File: src/rtl/core_wbu_pkg.sv
// Shared types and constants for the write-back unit.
package core_wbu_pkg;

  localparam int GPR_IDX_W = 5;
  localparam int GPR_NUM   = 1 << GPR_IDX_W;
  localparam logic [31:0] ZERO_WORD = 32'h0;

  typedef enum logic {
    S_IDLE = 1'b0,
    S_FULL = 1'b1
  } wbu_state_e;

  // Write-data select flags as delivered by the execute stage.
  typedef struct packed {
    logic imme;
    logic pc;
    logic pc_seq;
    logic csr;
    logic alu;
  } wb_sel_t;

  function automatic logic sel_any(input wb_sel_t s);
    return |s;
  endfunction

endpackage

File: src/rtl/core_wbu_gpr.sv
// 32 x XLEN register file: one write port, two read ports with write bypass, x0 tied to zero.
module core_wbu_gpr
  import core_wbu_pkg::*;
#(
  parameter int XLEN = 32
) (
  input  logic                                clk,
  input  logic                                rstn,
  input  logic                                we,
  input  logic [GPR_IDX_W-1:0]                waddr,
  input  logic [XLEN-1:0]                     wdata,
  input  logic [1:0][GPR_IDX_W-1:0]           raddr,
  output logic [1:0][XLEN-1:0]                rdata
);

  logic [XLEN-1:0] rf [GPR_NUM];

  always_ff @(posedge clk or negedge rstn) begin
    if (!rstn) begin
      for (int i = 0; i < GPR_NUM; i++) rf[i] <= '0;
    end else if (we && (waddr != '0)) begin
      rf[waddr] <= wdata;
    end
  end

  for (genvar p = 0; p < 2; p++) begin : g_rd
    always_comb begin
      if (raddr[p] == '0)
        rdata[p] = XLEN'(ZERO_WORD);
      else if (we && (waddr == raddr[p]))
        rdata[p] = wdata;
      else
        rdata[p] = rf[raddr[p]];
    end
  end

endmodule

File: src/rtl/core_wbu_top.sv
// Write-back stage: single-entry buffer, write-data select, GPR write/read, scoreboard, minstret.
module core_wbu_top
  import core_wbu_pkg::*;
#(
  parameter int XLEN  = 32,
  parameter int CNT_W = 64
) (
  input  logic                 clk,
  input  logic                 rstn,
  input  logic                 wbu_rx_valid,
  output logic                 wbu_rx_ready,
  input  logic [XLEN-1:0]      wbu_rx_exu_res,
  input  logic [XLEN-1:0]      wbu_rx_pc_seq,
  input  logic [XLEN-1:0]      wbu_rx_imme,
  input  logic                 wbu_rx_imme_valid,
  input  logic                 wbu_rx_pc_valid,
  input  logic                 wbu_rx_pc_seq_valid,
  input  logic                 wbu_rx_csr_valid,
  input  logic                 wbu_rx_alu_valid,
  input  logic [GPR_IDX_W-1:0] wbu_rx_rd_idx,
  input  logic                 wbu_halt,
  input  logic [GPR_IDX_W-1:0] gpr_raddr1,
  input  logic [GPR_IDX_W-1:0] gpr_raddr2,
  output logic [XLEN-1:0]      gpr_rdata1,
  output logic [XLEN-1:0]      gpr_rdata2,
  input  logic                 sb_set_valid,
  input  logic [GPR_IDX_W-1:0] sb_set_idx,
  output logic [GPR_NUM-1:0]   sb_busy,
  output logic                 wbu_commit,
  output logic [CNT_W-1:0]     wbu_minstret
);

  wbu_state_e           state;
  logic [XLEN-1:0]      buf_exu_res, buf_pc_seq, buf_imme;
  wb_sel_t              buf_sel, rx_sel;
  logic [GPR_IDX_W-1:0] buf_rd;

  logic                 commit, rx_ena;
  logic                 gpr_we;
  logic [XLEN-1:0]      wr_data;
  logic [GPR_NUM-1:0]   sb_nxt;
  logic [1:0][XLEN-1:0] rdata;

  assign rx_sel = '{imme:   wbu_rx_imme_valid,
                    pc:     wbu_rx_pc_valid,
                    pc_seq: wbu_rx_pc_seq_valid,
                    csr:    wbu_rx_csr_valid,
                    alu:    wbu_rx_alu_valid};

  assign commit       = (state == S_FULL) && !wbu_halt;
  assign wbu_rx_ready = (state == S_IDLE) || commit;
  assign rx_ena       = wbu_rx_valid && wbu_rx_ready;
  assign wbu_commit   = commit;

  always_ff @(posedge clk or negedge rstn) begin
    if (!rstn) begin
      state       <= S_IDLE;
      buf_exu_res <= '0;
      buf_pc_seq  <= '0;
      buf_imme    <= '0;
      buf_sel     <= '0;
      buf_rd      <= '0;
    end else begin
      case (state)
        S_IDLE: if (rx_ena) state <= S_FULL;
        S_FULL: if (commit && !rx_ena) state <= S_IDLE;
        default: state <= S_IDLE;
      endcase
      if (rx_ena) begin
        buf_exu_res <= wbu_rx_exu_res;
        buf_pc_seq  <= wbu_rx_pc_seq;
        buf_imme    <= wbu_rx_imme;
        buf_sel     <= rx_sel;
        buf_rd      <= wbu_rx_rd_idx;
      end
    end
  end

  // pc and csr results both travel on exu_res, so they share the fallthrough.
  always_comb begin
    wr_data = buf_exu_res;
    if (buf_sel.alu)         wr_data = buf_exu_res;
    else if (buf_sel.imme)   wr_data = buf_imme;
    else if (buf_sel.pc_seq) wr_data = buf_pc_seq;
  end

  assign gpr_we = commit && sel_any(buf_sel) && (buf_rd != '0);

  core_wbu_gpr #(.XLEN(XLEN)) u_gpr (
    .clk   (clk),
    .rstn  (rstn),
    .we    (gpr_we),
    .waddr (buf_rd),
    .wdata (wr_data),
    .raddr ({gpr_raddr2, gpr_raddr1}),
    .rdata (rdata)
  );

  assign gpr_rdata1 = rdata[0];
  assign gpr_rdata2 = rdata[1];

  // Clear is applied first so a same-cycle set on the same index wins.
  always_comb begin
    sb_nxt = sb_busy;
    if (commit)       sb_nxt[buf_rd]     = 1'b0;
    if (sb_set_valid) sb_nxt[sb_set_idx] = 1'b1;
    sb_nxt[0] = 1'b0;
  end

  always_ff @(posedge clk or negedge rstn) begin
    if (!rstn) begin
      sb_busy      <= '0;
      wbu_minstret <= '0;
    end else begin
      sb_busy <= sb_nxt;
      if (commit) wbu_minstret <= wbu_minstret + CNT_W'(1);
    end
  end

endmodule

File: config.mk
export PLATFORM = sky130hd
export DESIGN_NAME = core_wbu_top
export DESIGN_NICKNAME = d
export VERILOG_FILES = /design/src/rtl/core_wbu_pkg.sv /design/src/rtl/core_wbu_gpr.sv /design/src/rtl/core_wbu_top.sv
export SDC_FILE = /design/constraint.sdc
export NUM_CORES = 2
export LEC_CHECK = 0
export CAP_MARGIN = 20
export CORE_MARGIN = 8
export CORE_UTILIZATION = 55
export CTS_BUF_LIST = sky130_fd_sc_hd__clkbuf_8 sky130_fd_sc_hd__clkbuf_16
export DETAILED_ROUTE_END_ITERATION = 10
export PLACE_DENSITY = 0.74
export SYNTH_ARGS = -nofsm -noshare
export SYNTH_HDL_FRONTEND = slang
export SYNTH_SLANG_ARGS = --single-unit
export TNS_END_PERCENT = 1
File: constraint.sdc
create_clock -name clk -period 3.1 [get_ports clk]
set_input_delay 0.31 -clock clk [delete_from_list [all_inputs] [get_ports clk]]
set_output_delay 0.31 -clock clk [all_outputs]
set_load 0.01 [all_outputs]
==> results by group <==
Outcome
  – Status: finished, violations left
  – Failing checks: setup timing

Place
  – Post-Place Cell Area: about 69000 sq um
  – Place WS: -115 ps
  – Post-DP HPWL: between 100000 and 150000 um
  – RePlAce Congestion: 0.915
  – Port bufs: 286

Finish
  – Filler instances: 8003
  – Util after Layout: 0.663
  – Most common cell after layout, fill and taps aside: dfrtp_1
  – Layout area overhead: 19.9%
  – Most frequent cells in the layout: dfrtp_1, nand2_1, o21ai_0
  – Final instance area: roughly 74000 sq um
  – Layout cell share with drive strength beyond 1: 0.289
  – Final #Nets: 5910

Routing
  – Via density per instance: 6.64
  – DRT Pass-1 Iters: 8
  – DR iter-0 viols: 5952
  – Vias: 49.1k
  – DR DRC count: 0
  – Wire length on met1: about 74000 um
  – Top Layer Used: met5
  – Drt total wl: 206000 um
  – DR WL/cell: about 28 um
  – Met3 WL: 22200 um
  – Routed Antenna Nets: 0
  – Met2 Wirelength: 97500 um

Logic synthesis
  – Synth warn: 0
  – Post-synth EDFFs: 0
  – Post-Synth XOR/XNOR Area: 0.0103
  – Register area share after synthesis: 0.495
  – Main area contributors after synthesis: dfrtp_1, mux4_2, o21ai_0
  – Post-Syn Instances: 5460
  – Synth unique cells: 66
  – Adder-cell share of the synthesized area: 0.000202
  – Post-synthesis mux area share: 0.220
  – Top FF cell, synth: dfrtp_1
  – Largest family of logic cells by synthesized area: multiplexers
  – Compound-gate portion of the synthesized area: 0.133
  – Asr flop ratio synth: 1.00
  – Yosys reg bits: 1226
  – Avg Inst Size Synth: 11.4 sq um
  – Synth area leader: dfrtp_1
  – Post-Syn Area: 62000 sq um
  – Synthesized Nets: ~5.6k
  – Synth Area in Simple Gates: 0.0992
  – Post-synth top area share: 0.495

Power
  – Comb power frac: 0.288
  – Total Power: 0.0589 W
  – Peak VDD IR: 0.000673 V
  – Reg power frac: 0.429
  – Power density over the cells: 792 nW/um^2
  – Cell internal pwr: 0.0396 W
  – Net Switching: 0.0193 W
  – Pleak: 32.2 nW
  – Clock share of power: 0.283
  – Switching share of power: 0.328

GRT
  – Initial antenna violation count: 6
  – GRT overflow: 0
  – Largest net degree at the start of global routing: 107
  – Global-route wire length before repair: between 300000 and 400000 um
  – GRT Total Usage: 0.335
  – Vias in the first global route: around 50k

Floorplanning
  – Die Y: 352 um
  – Row Count: 123
  – Core Footprint: 112000 sq um
  – Total die area: roughly 120000 sq um
  – Starting Density: 0.553
  – I/O pins: 288
  – Die Width: 352 um

Critical path
  – Critical path's top delay family: simple AND/OR/NAND/NOR gates
  – CP peak stage delay: 400 ps
  – Critical path buffers and inverters: 4
  – CP Data Required Time: 2790 ps
  – Worst setup path class: flop to primary output
  – Worst path slowest cell: or3_4
  – Worst setup SP type: flop
  – CP cell instances: or3_4 > nor3_4 > nor3_4 > buf_6 > a211oi_4 > buf_6 > buf_12 > nand2_2 > o221ai_2 > buf_2
  – CP Capture Type: primary output
  – Worst-path maximum fanout: 5
  – CP arrival: 2980 ps

Timing
  – Slew @ Worst Pin: 811 ps
  – Final period util: 1.06
  – Setup TNS: -6680 ps
  – Fmax: roughly 300 MHz
  – Slew HR: 0.459
  – Slew Limit Fails: 0
  – RSZ-0062 raised after global routing: yes
  – Worst clock skew: 38.9 ps
  – Setup Viol. Count Final: 61
  – Final hold violation count: 0
  – Minimum clock period: 3290 ps
  – Final Worst Setup Slack: -193 ps

CTS
  – Worst-path clk slew: 60 ps
  – CTS buffer count: 134
  – H-Tree Depth: 4
  – CTS tree: yes
  – Clock Latency Late Sink: 760 ps
  – CTS Root Cell: clkbuf_16
  – Clock buffer depth: 3
  – Clock sinks: 1226

Hold path
  – Worst Hold Class: input port to asynchronous set/reset pin

Flow run
  – Max_cap viols: 0
what timing repair did:
item	in CTS	in global routing
pin swaps	12	14
buffers inserted	4	1
setup endpoints to repair	64	64
endpoints found under the hold margin	70	0
gates resized for setup	348	80
cloned	0	1
hold buffers	1	0
synthesized netlist by cell type, drive strengths merged (7+ instances only):
master / number
mux2: 147
clkbuf: 308
nand3b: 9
a211oi: 26
xor2: 27
a21oi: 87
xnor2: 46
nor2b: 19
a221oi: 12
and3: 7
or3: 7
a22oi: 127
and2: 13
mux4: 497
o32ai: 9
o211ai: 9
dfrtp: 1226
o21ai: 1055
nand4: 22
nand3: 36
o221ai: 51
a22o: 11
o22ai: 20
buf: 245
nor2: 114
mux2i: 79
nor3: 36
and4: 8
nand2b: 10
nand2: 1156
state kept, by name, indices dropped and copies added (netlist names):
register and flops:
buf_pc_seq 32, buf_sel 5, sb_busy 31, state 1
buf_exu_res 32, buf_imme 32, buf_rd 5, u_gpr.rf 1024
wbu_minstret 64
logic make-up after synthesis:
family,after synthesis
and+or+nand+nor,1461
AOI/OAI and AO/OA,1416
DFF,1226
muxes,723
buffers and inverters,559
xor gates and xnor gates,73
adders and majority gates,1
other,1
area by class of cell:
type | count | area [sq um] | share of cell area
Inverter | 6 | 22.5 | 0.000303
Clock buffer | 167 | 3870 | 0.0521
Tap cell | 1500 | 1880 | 0.0252
Timing Repair Buffer | 740 | 7660 | 0.103
Sequential cell | 1226 | 30700 | 0.412
Antenna cell | 6 | 15.0 | 0.000202
Clock inverter | 71 | 748 | 0.0101
Multi-Input combinational cell | 3675 | 29500 | 0.397
metal layers:
metal / GRT usage / vias to the layer above
met4: 0.194 / 4
met1: 0.423 / 24800
met5: 0 / -
met2: 0.524 / 2978
li1: - / 20500
met3: 0.0888 / 734
worst register-to-register path: cells and delay by family, from the launching register on:
family | cells | cell delay, ps
compound gates | 1 | 100
simple gates | 5 | 1070
buf+inv | 3 | 730
flops | 1 | 400
worst paths after layout:
kind / endpoint / slack, ps / start / cells past startpoint
setup / recovery: gpr_rdata1[22] / -190 / buf_rd[3] / 10
hold / removal: u_gpr.rf[61] / 170 / rstn / 2
setup reg to reg: u_gpr.rf[801] / 640 / state / 9
hold reg to reg: u_gpr.rf[1005] / 400 / u_gpr.rf[1005] / 0
max in group asynchronous: u_gpr.rf[203] / 1810 / rstn / 3
min in group clk: state / 180 / wbu_rx_valid / 2
power by group through the flow:
| stage | logic, W | clock network (W) | registers, W |
|---|---|---|---|
| after floorplan | 0.0109 | 0 | 0.0239 |
| after global placement | 0.0160 | 0 | 0.0247 |
| after detailed placement | 0.0165 | 0 | 0.0252 |
| after CTS | 0.0166 | 0.0169 | 0.0250 |
| after global routing | 0.0184 | 0.0175 | 0.0258 |
| final | 0.0170 | 0.0167 | 0.0253 |
stage by stage:
| stage | cells | hold WS [ps] |
|---|---|---|
| 6_report | 7391 | 174 |
| 3_3_place_gp | 7139 | 336 |
| 4_1_cts | 7382 | 137 |
| 3_5_place_dp | 7139 | 342 |
| 5_1_grt | 7389 | 167 |
| 2_1_floorplan | 5460 | 14.4 |
(Power assumes the default switching activity.)
